$ cat src/rtl/pipe_skid_reg.sv
// Two-entry skid-buffered pipeline register between datapath stages.
// in_ready and out_valid come straight from the state register, so a downstream stall never reaches upstream combinationally.
`ifndef WORD
`define WORD 64
`endif

module pipe_skid_reg #(
  parameter int SIZE = `WORD
) (
  input  logic            clk,
  input  logic            rst_n,
  input  logic            flush,
  input  logic            in_valid,
  output logic            in_ready,
  input  logic [SIZE-1:0] in_data,
  output logic            out_valid,
  input  logic            out_ready,
  output logic [SIZE-1:0] out_data,
  output logic [1:0]      occupancy
);

  // Handshake: a word moves on a rising edge when valid and ready are both 1.
  // The sender may drop valid at any time; the receiver samples only on a transfer.
  // State codes equal the number of words held, so occupancy is the state itself.
  typedef enum logic [1:0] {
    EMPTY = 2'd0,
    BUSY  = 2'd1,
    FULL  = 2'd2
  } state_t;

  state_t          state_q, state_d;
  logic [SIZE-1:0] main_q, main_d;
  logic [SIZE-1:0] skid_q, skid_d;
  logic            in_xfer, out_xfer;

  assign in_xfer  = in_valid & in_ready;
  assign out_xfer = out_valid & out_ready;

  always_ff @(posedge clk or negedge rst_n) begin
    if (!rst_n) begin
      state_q <= EMPTY;
      main_q  <= '0;
      skid_q  <= '0;
    end else begin
      state_q <= state_d;
      main_q  <= main_d;
      skid_q  <= skid_d;
    end
  end

  always_comb begin
    state_d = state_q;
    main_d  = main_q;
    skid_d  = skid_q;
    if (flush) begin
      // Flush wins over a same-cycle in_xfer; that word is dropped.
      state_d = EMPTY;
      main_d  = '0;
      skid_d  = '0;
    end else begin
      case (state_q)
        EMPTY: begin
          if (in_xfer) begin
            main_d  = in_data;
            state_d = BUSY;
          end
        end
        BUSY: begin
          if (in_xfer && out_xfer) begin
            main_d = in_data;
          end else if (in_xfer) begin
            skid_d  = in_data;
            state_d = FULL;
          end else if (out_xfer) begin
            // main keeps the stale word; out_valid low marks it invalid.
            state_d = EMPTY;
          end
        end
        FULL: begin
          if (out_xfer) begin
            main_d  = skid_q;
            state_d = BUSY;
          end
        end
        default: begin
          state_d = EMPTY;
        end
      endcase
    end
  end

  always_comb begin
    in_ready  = 1'b1;
    out_valid = 1'b0;
    case (state_q)
      EMPTY: begin
        in_ready  = 1'b1;
        out_valid = 1'b0;
      end
      BUSY: begin
        in_ready  = 1'b1;
        out_valid = 1'b1;
      end
      FULL: begin
        in_ready  = 1'b0;
        out_valid = 1'b1;
      end
      default: begin
        in_ready  = 1'b0;
        out_valid = 1'b0;
      end
    endcase
  end

  assign out_data  = main_q;
  assign occupancy = state_q;

endmodule

$ cat config.mk
export PLATFORM = sky130hd
export DESIGN_NAME = pipe_skid_reg
export DESIGN_NICKNAME = d
export VERILOG_FILES = /design/src/rtl/pipe_skid_reg.sv
export SDC_FILE = /design/constraint.sdc
export NUM_CORES = 1
export LEC_CHECK = 0
export ABC_AREA = 1
export CORE_ASPECT_RATIO = 0.8
export CORE_UTILIZATION = 55
export DETAILED_ROUTE_END_ITERATION = 8
export PLACE_DENSITY = 0.85
export SETUP_SLACK_MARGIN = 0.5
export SYNTH_ARGS = -nofsm -noshare
export SYNTH_HDL_FRONTEND = slang
export SYNTH_SLANG_ARGS = --single-unit
$ cat constraint.sdc
create_clock -name clk -period 4.2 [get_ports clk]
set_clock_uncertainty 0.05 [all_clocks]
set_input_delay 0.42 -clock clk [delete_from_list [all_inputs] [get_ports clk]]
set_output_delay 0.42 -clock clk [all_outputs]
set_load 0.005 [all_outputs]
Yosys cells after proc, flatten, opt, wreduce, memory -nomap -nowiden
Index checks and enable logic that the tools add are counted.
{ "totals": {"reg_bits": 130, "in_bits": 69, "output_inout_bits": 68, "word_cells": 40} }
{ "op_classes": {"eq_ne": 8, "mux": 17, "bitwise": 2, "n_reduce_logical": 10} }
{ "ops": {"columns": ["operator", "n"], "rows": [
  ["two-way mux 64 bit", 7],
  ["one-hot mux 64 bit (3 select lines)", 1],
  ["two-way mux 2 bit", 6],
  ["!= test 3 bit, second input constant", 4],
  ["AND reduction 4 bit", 2],
  ["one-hot mux 2 bit (3 select lines)", 1],
  ["!= test 4 bit, second input constant", 1],
  ["nonzero test 2 bit", 2],
  ["nonzero test 4 bit", 1],
  ["OR reduction 2 bit", 2],
  ["AND reduction 3 bit", 1],
  ["bitwise AND 1 bit", 2],
  ["equality test 2 x 1 -> 1 bit, second input constant", 1],
  ["equality test 2 bit, second input constant", 1],
  ["zero test 2 bit", 1],
  ["two-way mux 1 bit", 2],
  ["!= test 2 bit, second input constant", 1],
  ["logical AND 1 bit", 1]
]} }

Logic depth before layout (Yosys ltp)
Gate-level depths: netlist of run 1.
{ "depth": {"word_depth": 9, "mapped_depth": 11, "mapped_depth_nobuf": 11} }

Worst setup path after synthesis of run 1
Ideal clock, no wire load.
{ "synth_timing": {"kind": "register to register", "startpoint": "register state_q[0] (netlist: occupancy[0])", "endpoint": "register main_q[0] (netlist: out_data[0])", "setup_time_ns": 0.116, "arrival_ns": 1.650, "required_ns": 4.034, "path_slack_ns": 2.383, "path_stages_with_launch": 11, "path_buffers": 2, "synth_period_minus_slack_ns": 1.817, "path_cell_list": "dfrtp_1 -> inv_1 -> ha_1 -> nand2_1 -> clkinv_1 -> nand3_1 -> nand2_2 -> buf_4 -> buf_6 -> nand3_2 -> nand2_1"} }
{ "synth_between": {"elab_chain_cells": 7, "word_cells_on_any_way": 17, "classes_between": "5 x eq/ne; 4 x mux; 2 x bitwise; 6 x reduce/logical"} }
{ "synth_rtl": {"columns": ["element", "line", "text"], "rows": [
  ["start, declared", "31", "state_t state_q, state_d;"],
  ["start signal, assigned", "45", "state_q <= state_d;"],
  ["equality test 2 bit or equality test 2 x 1 -> 1 bit (tied branches)", "95", "case (state_q)"],
  ["OR reduction 2 bit (no source line) *", null, null],
  ["two-way mux 1 bit *", "95", null],
  ["net out_valid", "16", "output logic out_valid,"],
  ["bitwise AND 1 bit *", "37", "assign out_xfer = out_valid & out_ready;"],
  ["logical AND 1 bit", "69", "if (in_xfer && out_xfer) begin"],
  ["!= test 3 bit (no source line)", null, null],
  ["AND reduction 4 bit (no source line) *", null, null],
  ["end signal, assigned", "46", "main_q <= main_d;"],
  ["end, declared", "32", "logic [SIZE-1:0] main_q, main_d;"]
]} }
The timed path passes the listed nets; every way through them passes the cells marked *.
A chain may end at the register's enable or synchronous reset.

Final worst setup path of run 1
{ "layout_timing": {"startpoint": "register state_q[0] (netlist: occupancy[0])", "endpoint": "register main_q[61] (netlist: out_data[61])"} }
{ "layout_between": {"elab_chain_cells": 7, "word_cells_on_any_way": 17, "classes_between": "5 x eq/ne; 4 x mux; 2 x bitwise; 6 x reduce/logical"} }
{ "layout_rtl": {"columns": ["element", "line"], "rows": [
  ["equality test 2 x 1 -> 1 bit, or another cell as far along", "61, 95"],
  ["OR reduction 2 bit (no source line)", null],
  ["two-way mux 1 bit", "95"],
  ["bitwise AND 1 bit (on tied branches)", "36, 37"],
  ["logical AND 1 bit", "69"],
  ["!= test 3 bit (no source line)", null],
  ["AND reduction 4 bit (no source line)", null]
]} }
Parallel ways exist; a longest one is shown, timed or not.

==> out/qor.csv, run 1 <==
metric,value,unit
status,finished clean,
grt_pass1_wl,27.0,mm
post_cts_buffers,0,
final_util,72.8,%
ys_ff_latch,130,
grt-ovfl-total,0,
grt_pass1_vias,5558,
worstMarginPinSlew,1150,ps
clock_path_buffers,2,
cts.hold.buffers_added,0,
die_w,124,µm
routabilityCongestion,0.850,
reg2reg_slack,1420,ps
min_period,2780,ps
n_antenna_cell,0,
route.detailed.drc,0,
fin_nets,917,
drt-initial-drc-count,573,
setup_tns,0,ps
rows,35,
cp-end-kind,flop,
power.leakage,3.82,nW
cts_tree,done,
yosysSeqAreaShare,49.9,%
clock.fmax,0.359,GHz
synth.avg_cell_area,8.77,µm²
clk_pin_slew,60,ps
worstPathMaxFanout,64,
finalMaxSlewViolations,0,
ir_worst_vdd,0.421,mV
setup.worst_path.class,reg -> reg,
finalCritPeriodShare,66.2,%
wl_per_cell,16.1,µm
clkLatencyLatePin,420,ps
synth_cells,743,
synthDistinctLibCells,22,
rsz0062_at_grt,false,
area_delta_synth_final,28.6,%
core,11500,µm²
die_area,12300,µm²
cts.sinks,130,
dieHeight,99.3,µm
hpwl,9.65,mm
port_buffers,136,
track_usage,28.2,%
root_buffer,clkbuf_16,
holdCritPathClass,in -> async,
ios,137,
hold_viol_final,0,
drt-pass1-iter-count,5,
vias,5637,
start_util,56.6,%
grt_max_degree,129,
antenna_found_initial,0,
cts_resized,0,
syn_nets,817,
critPathRequiredTime,4490,ps
htreeDepth,4,
slew_headroom,23.6,%
drt-total-wl,16.2,mm
syn_area,6510,µm²
drv_cap,0,
final-setup-viol-count,0,
ys_warn_count,0,
final_antenna_net_count,0,
cts_buffers,17,
cp.arrival,3080,ps
fillers,848,
layout-drive-gt1-share,12.9,%
critPathLaunchType,flop,
power_density,657,nW/µm²
via_per_inst,5.61,
## cells in the mapped netlist, drive strengths merged
library cell	instances	area share (%)
nand3b	1	0.12
dfrtp	130	50
buf	45	5.2
ha	5	0.96
clkinv	1	0.058
nor2	2	0.23
nand2	144	8.5
inv	71	4.1
clkbuf	17	0.98
o21ai	130	10
a21oi	64	4.9
nand3	131	15
nor3	2	0.15
## sequential cells by signal, indices dropped and copies added (netlist names)
name and cells:
occupancy 2, out_data 64, skid_q 64
## final cells by class
type	count	area, µm²	area share (%)
clock buffers	17	425	5.08
clock inverters	15	210	2.51
inverters	72	272	3.24
multi-input cells	479	2610	31.1
flip-flops and latches	130	3250	38.8
well taps	148	185	2.21
repair buffers	143	1420	17.0
## power by group
part	leakage (nW)	internal, mW	switching, mW
clock network	0.304	1.00	0.573
registers	1.69	1.67	0.232
logic	1.83	0.931	1.11
## routing by layer
| metal | track usage, % | wire length (µm) |
|---|---|---|
| met5 | 0 | 0 |
| met4 | 7.88 | 155 |
| met3 | 6.77 | 1100 |
| met2 | 44.4 | 7770 |
| met1 | 39.0 | 7150 |
## cell families after synthesis
logic type	Yosys count	share of synthesized area [%]
flops	130	49.9
buf+inv	134	10.4
simple gates	280	23.7
fa+ha+maj	5	0.960
compound gates	194	15.0
## cells in the final DEF, fill, tap and decap left out
cell,instances
a21oi_1,64
buf_12,1
buf_4,7
bufinv_16,4
clkbuf_16,17
clkdlybuf4s50_1,135
clkinv_1,1
clkinv_2,2
clkinv_4,7
clkinvlp_4,2
dfrtp_1,130
ha_1,4
ha_4,1
inv_1,69
inv_2,1
inv_6,1
nand2_1,140
nand2_2,2
nand2_4,2
nand3_1,71
nand3_2,60
nand3b_1,1
nor2_1,1
nor2_4,1
nor3_1,2
o21ai_0,65
o21ai_1,63
o21ai_2,1
o21ai_4,1
## worst max-delay path: stages (launching register included)
cell and delay, ps:
dfrtp_1 480, inv_1 140, ha_1 340, nand2_1 120, clkinv_1 110, nand3_1 190
nand2_4 350, nand2_4 690, nand2_1 130, nand2_1 110
## worst paths after layout
kind,start,to,cells after the start
max,occupancy[0],out_data[61],9
max in group asynchronous,rst_n,skid_q[2],2
min,rst_n,skid_q[40],1
min reg2reg,out_data[21],out_data[21],2
min in group clk,out_data[21],out_data[21],2
max reg2reg,occupancy[0],out_data[61],9
## per-stage QoR
| step | total power [mW] | instances | instance area (µm²) | worst slack, ps | hold WS [ps] |
|---|---|---|---|---|---|
| 2_1_floorplan | 3.04 | 743 | 6510 | 2380 | 74.4 |
| 3_3_place_gp | 3.85 | 972 | 7740 | 1260 | 406 |
| 3_5_place_dp | 3.93 | 972 | 7740 | 1090 | 409 |
| 4_1_cts | 5.53 | 1004 | 8380 | 1410 | 79.5 |
| 5_1_grt | 5.85 | 1004 | 8380 | 1210 | 112 |
| 6_report | 5.51 | 1004 | 8380 | 1420 | 63.2 |
No activity file was read; power rests on OpenSTA's default activity.
==> run 2, diff against run 1 <==
CORE_UTILIZATION = 52   (was 55)
PLACE_DENSITY = 0.81   (was 0.85)
clock period = 2.9 ns   (was 4.2 ns; I/O delays follow)
==> run 2 against run 1 <==
- cell count up 3.0%
- register-to-register slack worse by 730 ps
- largest power group unchanged
- die area up 5.7%
- critical endpoint is now in_ready
- core utilization down 3.0 points
- clock-buffer cell count up 7
- non-clock buffer count up 8
- highest routed layer unchanged
- clock power up 32%
- worst hold slack better by 240 ps
- final area up 1.6%
- power up 43%
- wire length down 0.52%
==> out/qor.csv, run 2 (synthesis gave the netlist of run 1 again) <==
metric,value,unit,change
fin_nets,926,,+0.98%
port_buffers,136,,unchanged
htreeDepth,4,,unchanged
antenna_found_initial,0,,unchanged
cp.arrival,1920,ps,-1160 ps
ios,137,,unchanged
r2r_cells,9,,unchanged
track_usage,26.1,%,-2.1 points
grt_pass1_vias,5428,,-2.3%
drt-pass1-iter-count,6,,+1
finalCritPeriodShare,77.8,%,
final-setup-viol-count,0,,unchanged
die_w,127,µm,+2.8%
vias,5621,,-0.28%
power.leakage,3.88,nW,+1.4%
root_buffer,clkbuf_16,,
cts.sinks,130,,unchanged
n_antenna_cell,0,,unchanged
wl_per_cell,15.6,µm,-3.4%
grt-ovfl-total,0,,unchanged
slew_headroom,66.8,%,+43 points
rows,36,,+2.9%
rsz0062_at_grt,false,,
clk_pin_slew,60,ps,about the same
clock_path_buffers,2,,unchanged
ir_worst_vdd,0.763,mV,+81%
setup_ws,643,ps,-775 ps
holdCritPathClass,in -> async,,
dieHeight,102,µm,+2.8%
grt_pass1_wl,26.2,mm,-2.8%
drt-initial-drc-count,533,,-7.0%
area_delta_synth_final,30.7,%,
drt-total-wl,16.1,mm,-0.52%
via_per_inst,5.44,,-3.2%
setup_tns,0,ps,unchanged
final_common_cell,nand2_1,,
grt_max_degree,130,,+0.78%
power_density,928,nW/µm²,+41%
route.detailed.drc,0,,unchanged
drv_cap,0,,unchanged
layout-drive-gt1-share,13.0,%,+0.13 points
start_util,53.4,%,-3.2 points
worstPathMaxFanout,7,,-89%
setup.worst_path.class,reg -> out,,
finalMaxSlewViolations,0,,unchanged
hpwl,9.58,mm,-0.73%
cp-end-kind,output pin,,
min_period,2260,ps,
hold_viol_final,0,,unchanged
clkLatencyLatePin,420,ps,about the same
cts_buffers,17,,unchanged
place_ws,532,ps,-562 ps
mostFrequentLayoutCells,"nand2_1 (140), clkdlybuf4s50_1 (135), dfrtp_1 (130)",,
worstMarginPinSlew,499,ps,-647 ps
cts_tree,done,,
status,finished clean,,
die_area,13000,µm²,+5.7%
critPathRequiredTime,2560,ps,-1930 ps
core,12200,µm²,+6.0%
clock.fmax,0.443,GHz,
critPathLaunchType,flop,,
routabilityCongestion,0.846,,-0.46%
final_antenna_net_count,0,,unchanged
## run 2: layer usage
| layer | GRT usage (%) | vias to the layer above | share of wire [%] |
|---|---|---|---|
| li1 | - | 2685 | - |
| met1 | 34.3 | 2728 | 45 |
| met2 | 41.4 | 188 | 47 |
| met3 | 7.70 | 20 | 7.1 |
| met4 | 10.1 | 0 | 1.1 |
| met5 | 0 | - | 0 |
## run 2: path summary, 6_finish.rpt
path / start / to / slack (ps)
min in group clk: in_data[19] / skid_q[19] / 420
max in group asynchronous: rst_n / out_data[1] / 1630
setup reg to reg: occupancy[0] / out_data[41] / 690
setup / recovery: occupancy[0] / in_ready / 640
hold / removal: rst_n / out_data[40] / 310
hold reg to reg: out_data[35] / out_data[35] / 420
## run 2: metrics by stage
stage                     power (mW)  cells  util [%]  hold WS [ps]  instance area (µm²)
after floorplan                 4.41    743         -         -55.6                 6510
after global placement          5.68    999      64.6           198                 7890
after detailed placement        5.78    999      64.6           205                 7890
after CTS                       7.90   1030      69.3           302                 8460
after global routing            8.38   1034      69.8           344                 8510
final                           7.90   1034      69.8           305                 8510
## run 2: worst max-delay path: stages, from the launching register on
cell             delay, ps
dfrtp_1                450
inv_1                  160
ha_1                   230
inv_2                   50
nand2_2                 90
clkdlybuf4s50_1        520
## run 2: repair_timing
| item | CTS | global route |
|---|---|---|
| setup buffers | 0 | 3 |
| setup endpoints to repair | 0 | 121 |
| hold endpoints to repair | 30 | 0 |
| hold buffers | 1 | 0 |
| gates resized for setup | 0 | 1 |
## run 2: cell type report
type                       count  area [µm²]
sequential                   130        3250
fill                         935        3690
timing repair buffer         151        1590
tap                          171         214
inverter                      72         272
clock buffer                  24         482
clock inverter                 6        80.1
multi-input combinational    480        2630
## run 2: where the power goes
group	total, mW	leakage (nW)	switching (mW)	internal, mW
logic	3.10	1.91	1.66	1.44
registers	2.73	1.69	0.320	2.41
clock network	2.07	0.280	0.752	1.32
total	7.90	3.88	2.73	5.17
